### config.mk
export PLATFORM = sky130hd
export DESIGN_NAME = brc_cmp_arbiter
export DESIGN_NICKNAME = d
export VERILOG_FILES = /design/src/rtl/brc_cmp_arbiter.sv
export SDC_FILE = /design/constraint.sdc
export NUM_CORES = 1
export LEC_CHECK = 0
export BUFFER_PORTS_ARGS = -buffer_cell sky130_fd_sc_hd__buf_2
export CAP_MARGIN = 20
export CORE_ASPECT_RATIO = 1.75
export CORE_UTILIZATION = 50
export DETAILED_ROUTE_END_ITERATION = 6
export PLACE_DENSITY = 0.89
export SLEW_MARGIN = 10
export SYNTH_ARGS = -nofsm -noshare
export SYNTH_HDL_FRONTEND = slang
export SYNTH_SLANG_ARGS = --single-unit
### constraint.sdc
create_clock -name i_clk -period 4.26 [get_ports i_clk]
set_input_delay 0.852 -clock i_clk [delete_from_list [all_inputs] [get_ports i_clk]]
set_output_delay 0.852 -clock i_clk [all_outputs]
set_load 0.005 [all_outputs]
### src/rtl/brc_cmp_arbiter.sv
// Two-requester branch comparator sharing one unsigned subtract-based compare unit.
// Round-robin arbitration; each transaction runs IDLE -> CMP -> RESP.

module brc_cmp_unsigned #(
  parameter int XLEN = 32
) (
  input  logic [XLEN-1:0] a,
  input  logic [XLEN-1:0] b,
  output logic            eq,
  output logic            lt
);
  logic [XLEN:0] diff;

  // The borrow out of the widened subtraction is the unsigned a < b.
  assign diff = {1'b0, a} - {1'b0, b};
  assign lt   = diff[XLEN];
  assign eq   = (diff[XLEN-1:0] == '0);
endmodule

module brc_cmp_arbiter #(
  parameter int XLEN = 32
) (
  input  logic            i_clk,
  input  logic            i_rst_n,
  input  logic [1:0]      i_req_valid,
  output logic [1:0]      o_req_ready,
  input  logic [XLEN-1:0] i_rs1_data_0,
  input  logic [XLEN-1:0] i_rs2_data_0,
  input  logic [XLEN-1:0] i_rs1_data_1,
  input  logic [XLEN-1:0] i_rs2_data_1,
  input  logic [1:0]      i_br_un,
  output logic            o_rsp_valid,
  output logic            o_rsp_id,
  output logic            o_br_equal,
  output logic            o_br_less,
  input  logic            i_rsp_ready,
  output logic [1:0]      o_dbg_state
);
  // Handshake: a transfer happens in a cycle where valid and ready are both 1;
  // ready never depends on anything but state, pointer and valid, and a source
  // holds valid and its payload stable until the transfer.
  typedef enum logic [1:0] {
    IDLE = 2'd0,
    CMP  = 2'd1,
    RESP = 2'd2
  } state_t;

  state_t          state_q, state_d;
  logic            ptr_q, ptr_d;
  logic [XLEN-1:0] rs1_q, rs1_d, rs2_q, rs2_d;
  logic            un_q, un_d;
  logic            id_q, id_d;
  logic            rid_q, rid_d;
  logic            eq_q, eq_d;
  logic            lt_q, lt_d;

  logic [1:0]      grant;
  logic            sel;
  logic [XLEN-1:0] sign_flip;
  logic [XLEN-1:0] cmp_a, cmp_b;
  logic            cmp_eq, cmp_lt;

  // Flipping the sign bit maps signed order onto unsigned order.
  assign sign_flip = {1'b1, {(XLEN-1){1'b0}}} & {XLEN{~un_q}};
  assign cmp_a     = rs1_q ^ sign_flip;
  assign cmp_b     = rs2_q ^ sign_flip;

  brc_cmp_unsigned #(.XLEN(XLEN)) u_cmp (
    .a  (cmp_a),
    .b  (cmp_b),
    .eq (cmp_eq),
    .lt (cmp_lt)
  );

  always_comb begin
    state_d = state_q;
    ptr_d   = ptr_q;
    rs1_d   = rs1_q;
    rs2_d   = rs2_q;
    un_d    = un_q;
    id_d    = id_q;
    rid_d   = rid_q;
    eq_d    = eq_q;
    lt_d    = lt_q;
    grant   = 2'b00;
    sel     = 1'b0;
    case (state_q)
      IDLE: begin
        if (i_req_valid == 2'b11) grant = ptr_q ? 2'b10 : 2'b01;
        else                      grant = i_req_valid;
        if (grant != 2'b00) begin
          sel     = grant[1];
          rs1_d   = sel ? i_rs1_data_1 : i_rs1_data_0;
          rs2_d   = sel ? i_rs2_data_1 : i_rs2_data_0;
          un_d    = i_br_un[sel];
          id_d    = sel;
          ptr_d   = ~sel;
          state_d = CMP;
        end
      end
      CMP: begin
        eq_d    = cmp_eq;
        lt_d    = cmp_lt;
        rid_d   = id_q;
        state_d = RESP;
      end
      RESP: begin
        if (i_rsp_ready) state_d = IDLE;
      end
      default: state_d = IDLE;
    endcase
  end

  always_ff @(posedge i_clk or negedge i_rst_n) begin
    if (!i_rst_n) begin
      state_q <= IDLE;
      ptr_q   <= 1'b0;
      rs1_q   <= '0;
      rs2_q   <= '0;
      un_q    <= 1'b0;
      id_q    <= 1'b0;
      rid_q   <= 1'b0;
      eq_q    <= 1'b0;
      lt_q    <= 1'b0;
    end else begin
      state_q <= state_d;
      ptr_q   <= ptr_d;
      rs1_q   <= rs1_d;
      rs2_q   <= rs2_d;
      un_q    <= un_d;
      id_q    <= id_d;
      rid_q   <= rid_d;
      eq_q    <= eq_d;
      lt_q    <= lt_d;
    end
  end

  // Ready is masked by reset so no grant is offered while reset is held.
  assign o_req_ready = i_rst_n ? grant : 2'b00;
  assign o_rsp_valid = (state_q == RESP);
  assign o_rsp_id    = rid_q;
  assign o_br_equal  = eq_q;
  assign o_br_less   = lt_q;
  assign o_dbg_state = state_q;
endmodule

Word-level counts from Yosys, hierarchy flattened
Cells that the tools add are included.

operators by class
  add/sub/neg operators = 1
  order comparisons = 1
  equality and inequality tests = 5
  muxes and demuxes = 12
  bitwise logic cells = 4
  reduce and logical (&&, ||, !) cells = 5

operator list
  operator                                                               number
  32-bit two-way mux                                                     2
  32-bit XOR                                                             2
  32-bit by 32-bit subtractor with 33-bit output                         1
  32-bit logical NOT                                                     1
  2-bit two-way mux                                                      7
  2-bit case mux with 3 select lines                                     1
  2-bit == test (second input constant)                                  2
  2-bit AND reduction                                                    2
  2-bit by 1-bit == test with 1-bit output (second input constant)       1
  2-bit logical NOT                                                      1
  1-bit by 2-bit < comparator with 1-bit output (second input constant)  1
  1-bit two-way mux                                                      2
  2-bit by 1-bit != test with 1-bit output (second input constant)       1
  2-bit != test (second input constant)                                  1
  1-bit NOT                                                              2
  2-bit nonzero test                                                     1

word-level totals
  register bits after elaboration = 72

Logic depth before layout (Yosys ltp)
  word-level depth = 6
  mapped depth = 12

Cells and area by module
From an unflattened synthesis, not the netlist that was laid out.

unflattened totals
  cells, all modules = 587
  area, all modules = 5382.7 sq um

modules (own cells, without submodules)
  module            times used  cells an instance  area each (sq um)  sequential area each (sq um)
  brc_cmp_arbiter   1           285                3370.7             1801.7
  brc_cmp_unsigned  1           302                2011.9             0.0

Least setup slack after synthesis
Ideal clock, no wire load.

  path kind = input-to-output
  start = in i_req_valid[0]
  end = out o_req_ready[1]
  arrival = 2.058 ns
  slack = 1.350 ns
  stages = 5
  buffers on the path = 1
  path through = inv_1 o21ai_1 nor3_1 clkbuf_1 and2_1

between the ends
  longest elaborated chain between the ends = 5

ends and longest elaborated chain
  element                         RTL line  text
  from (decl)                     25        input logic [1:0] i_req_valid,
  2-bit == test                   89        if (i_req_valid == 2'b11) grant = ptr_q ? 2'b10 : 2'b01;
  2-bit two-way mux               89
  2-bit two-way mux (2 in a row)  87        case (state_q)
  2-bit two-way mux               139       assign o_req_ready = i_rst_n ? grant : 2'b00;
  to (decl)                       26        output logic [1:0] o_req_ready,

Every way passes these cells. The select of a mux whose other input is x is not followed.

Worst setup path after layout
  start = reg rs2_q[0]
  end = reg eq_q, in the netlist o_br_equal

between the ends
  longest elaborated chain between the ends = 3

ends and longest elaborated chain
  element                                         RTL line  text
  from (decl)                                     50        logic [XLEN-1:0] rs1_q, rs1_d, rs2_q, rs2_d;
  from (signal assigned)                          129       rs2_q <= rs2_d;
  32-bit XOR                                      66        assign cmp_b = rs2_q ^ sign_flip;
  32-bit by 32-bit subtractor with 33-bit output  15        assign diff = {1'b0, a} - {1'b0, b};
  32-bit logical NOT                              17        assign eq = (diff[XLEN-1:0] == '0);
  to (signal assigned)                            133       eq_q <= eq_d;
  to (decl)                                       54        logic eq_q, eq_d;

Every way passes these cells.
A chain may end at the register's enable or synchronous reset.

==> impl_metrics.json <==
{
  "postCtsSetupRepairBufs": 0,
  "most_heavily_used_metal_layer_in_global_routing": "met2",
  "syn_nets": 793,
  "grt_antenna_before_repair": 0,
  "timing_worst_slew_pin_value_ns": 1.01,
  "ctsRootBufferMaster": "sky130_fd_sc_hd__clkbuf_16",
  "fillers": 925,
  "post-route-min-period_ns": 3.29,
  "grt_util_met3": 0.0450,
  "critPathKind": "flip-flop to flip-flop",
  "layout-area-overhead-vs-synth_pct": 20.6,
  "finalNonFillerCells": 881,
  "detailedPlacementHpwl_mm": 11.0,
  "num_rows": 49,
  "final_tns_setup_ns": 0,
  "insertedDiodeCount": 0,
  "grtUsageMet2": 0.512,
  "placement.io_buffers": 142,
  "synth_top_family_by_area": "compound AO/OA/AOI/OAI gates",
  "global_route_congestion_overflow_total": 0,
  "postSynth.asyncResetShare": 1.00,
  "cts_resized": 0,
  "maximum_number_of_pins_on_one_net_before_global_route_repair": 73,
  "htree_levels": 3,
  "synth_cell_types": 68,
  "ys_seq_area_frac": 0.343,
  "synth-seq-cells": 72,
  "max-clock-path-buffers": 2,
  "via_per_inst": 5.91,
  "max_cap_viol_count": 0,
  "die-height_um": 138,
  "cts_tree": "yes",
  "status": "completed",
  "post_synth_mux_area_share": 0.0326,
  "worst_ep_required_time_ns": 4.53,
  "grt_setup_unrepaired": "no",
  "route.detailed.drc": 0,
  "clock_latency_ns": 0.35,
  "post_synth_fa_ha_maj_area_fraction": 0.0776,
  "detail_route.wirelength_mm": 14.6,
  "cts-buffers-inserted": 9,
  "fin_worst_skew_ns": 0.00834,
  "iteration_0_drc_count_of_the_detailed_router": 338,
  "critical_path_arrival_ns": 3.55,
  "timing.final.max_slew_violations": 0,
  "synth_largest_area_cell": "sky130_fd_sc_hd__dfrtp_1",
  "min_path_type": "flip-flop to flip-flop",
  "synth.top_cells.by_area": "sky130_fd_sc_hd__dfrtp_1 (34%), sky130_fd_sc_hd__ha_1 (7.4%), sky130_fd_sc_hd__a22oi_1 (7.3%)",
  "cts_hold_buffers": 0,
  "final-setup-viol-count": 0,
  "cts.sink_count": 72,
  "power_density_nw_per_um2": 960,
  "fp.coreArea_um2": 10200,
  "floorplan.die_area_um2": 10900,
  "placed_cells_incl_taps": 865,
  "critical_path.max_fanout": 4,
  "netlist.area_leader.share": 0.343,
  "synth_edf_count": 0,
  "grt_pass1_wl_mm": 23.2,
  "wl_per_cell_um": 16.6,
  "ir_worst_vdd_mv": 0.430,
  "slew_headroom": 0.328,
  "synth_ff_type": "sky130_fd_sc_hd__dfrtp_1",
  "post-route-worst-setup-slack_ns": 0.974,
  "synthesis.area_per_instance_um2": 8.40,
  "die_width_um": 79.5,
  "leakagePower_nw": 3.08,
  "global_route.usage.met1": 0.284,
  "dp_slack_ns": 0.647,
  "netlist_area_um2": 5260,
  "first_global_vias": 5147,
  "final_min_period_over_clock_period": 0.771,
  "xor_xnor_share_of_the_synthesized_area": 0.0150,
  "initial_core_util": 0.513,
  "startpoint_type": "flip-flop",
  "grt_usage": 0.275,
  "finalNetCount": 916,
  "maxClockFrequency_mhz": 304,
  "post_synth_and_or_nand_nor_area_fraction": 0.164,
  "gp_congestion": 0.904,
  "finalHoldViolCount": 0,
  "crit_path_end_kind": "flip-flop",
  "first_pass_iters": 6,
  "clk_transition_reported_paths_ns": 0.06,
  "synth-warning-count": 0,
  "synth-compound-area-share": 0.309,
  "route.vias.total": 5207,
  "io-pin-count": 143,
  "drive_gt1_frac": 0.240,
  "route.antenna.remaining_nets": 0,
  "syn-instance-count": 626
}
-- routing by layer --
layer | part of all wire | up-vias
met4 | 0.041 | 0
met1 | 0.38 | 2443
li1 | - | 2561
met2 | 0.54 | 160
met5 | 0 | -
met3 | 0.037 | 43
-- path summary, 6_finish.rpt --
path | slack [ns] | cells after the start | to | from
worst max-delay path | 0.97 | 11 | o_br_equal$_DFFE_PN0N_ | rs2_q[0]$_DFFE_PN0P_
worst min-delay path | 0.48 | 2 | rs1_q[23]$_DFFE_PN0P_ | rs1_q[23]$_DFFE_PN0P_
worst max register to register | 0.97 | 11 | o_br_equal$_DFFE_PN0N_ | rs2_q[0]$_DFFE_PN0P_
worst min register to register | 0.48 | 2 | rs1_q[23]$_DFFE_PN0P_ | rs1_q[23]$_DFFE_PN0P_
max in group asynchronous | 2.86 | 2 | o_dbg_state[1]$_DFFE_PN0P_ | i_rst_n
min in group asynchronous | 0.75 | 2 | id_q$_DFFE_PN0P_ | i_rst_n
-- area by class of cell --
cell class	count	area [um2]	share of cell area
clock buffers	9	225	0.0355
clock inverters	7	72.6	0.0115
inverters	42	158	0.0249
multi-input cells	477	3170	0.501
flip-flops and latches	72	1800	0.284
well taps	127	159	0.0251
repair buffers	147	748	0.118
-- kinds of logic after synthesis --
logic type	count (synthesis)
AO/OA/AOI/OAI	243
AND/OR/NAND/NOR	176
buffers and inverters	77
flip-flops	72
adder cells (fa/ha/maj)	32
multiplexers	17
XOR/XNOR	9
-- critical path, stage by stage, from the launching register on --
cell and delay (ns):
sky130_fd_sc_hd__dfrtp_1 0.38, sky130_fd_sc_hd__ha_1 0.20, sky130_fd_sc_hd__fa_1 0.39, sky130_fd_sc_hd__nand2b_1 0.21, sky130_fd_sc_hd__a21oi_1 0.28, sky130_fd_sc_hd__o21ai_0 0.20, sky130_fd_sc_hd__a2111o_1 0.39, sky130_fd_sc_hd__nor4_1 0.37
sky130_fd_sc_hd__nand4_1 0.14, sky130_fd_sc_hd__nor4_1 0.37, sky130_fd_sc_hd__nand4_1 0.13, sky130_fd_sc_hd__o21ai_1 0.14
-- synthesized netlist by cell type, types with 10 or more instances --
cell type / instances
sky130_fd_sc_hd__ha_1: 31
sky130_fd_sc_hd__o21ai_0: 73
sky130_fd_sc_hd__dfrtp_1: 72
sky130_fd_sc_hd__a22oi_1: 51
sky130_fd_sc_hd__mux2i_1: 16
sky130_fd_sc_hd__o211ai_1: 10
sky130_fd_sc_hd__inv_1: 42
sky130_fd_sc_hd__nand2_1: 81
sky130_fd_sc_hd__a21o_1: 13
sky130_fd_sc_hd__nand3_1: 10
sky130_fd_sc_hd__clkbuf_1: 28
sky130_fd_sc_hd__nor2_1: 21
sky130_fd_sc_hd__a21oi_1: 37
-- report_power, final --
group / switching [mW] / leakage [nW] / internal (mW) / total (mW)
clock: 0.302 / 0.141 / 0.453 / 0.754
combinational: 2.53 / 2.06 / 1.59 / 4.12
sequential: 0.184 / 0.882 / 1.02 / 1.21
-- cells in the final DEF, fill, tap and decap left out, types with 5 or more instances in the layout --
master and n:
sky130_fd_sc_hd__o21ai_0 73, sky130_fd_sc_hd__buf_2 142, sky130_fd_sc_hd__dfrtp_1 72, sky130_fd_sc_hd__buf_4 5, sky130_fd_sc_hd__or3_1 7, sky130_fd_sc_hd__nand4_1 8
sky130_fd_sc_hd__mux2i_1 16, sky130_fd_sc_hd__o21a_1 7, sky130_fd_sc_hd__ha_1 31, sky130_fd_sc_hd__a21o_1 13, sky130_fd_sc_hd__nand2_1 81, sky130_fd_sc_hd__inv_1 42
sky130_fd_sc_hd__o211ai_1 10, sky130_fd_sc_hd__nand3_1 10, sky130_fd_sc_hd__xor2_1 6, sky130_fd_sc_hd__a22oi_1 51, sky130_fd_sc_hd__clkbuf_16 9, sky130_fd_sc_hd__nor3_1 8
sky130_fd_sc_hd__nor2_1 20, sky130_fd_sc_hd__a21oi_1 37, sky130_fd_sc_hd__nand2b_1 7
-- flip-flops by register name, indices dropped and copies added, names as in the netlist --
signal	count
o_dbg_state	2
rs1_q	32
rs2_q	32
o_br_less	1
un_q	1
id_q	1
o_br_equal	1
o_rsp_id	1
ptr_q	1
-- metrics by stage --
stage                     power (mW)  hold WS (ns)   util  instance area (um2)
after global placement          5.21         0.460  0.590                 6040
after detailed placement        5.27         0.474  0.590                 6040
final                           6.09         0.484  0.619                 6340
after global routing            6.61         0.516  0.619                 6340
after floorplan                 4.30         0.450      -                 5260
after CTS                       6.06         0.492  0.619                 6340
Power figures use the tool's default switching activity.
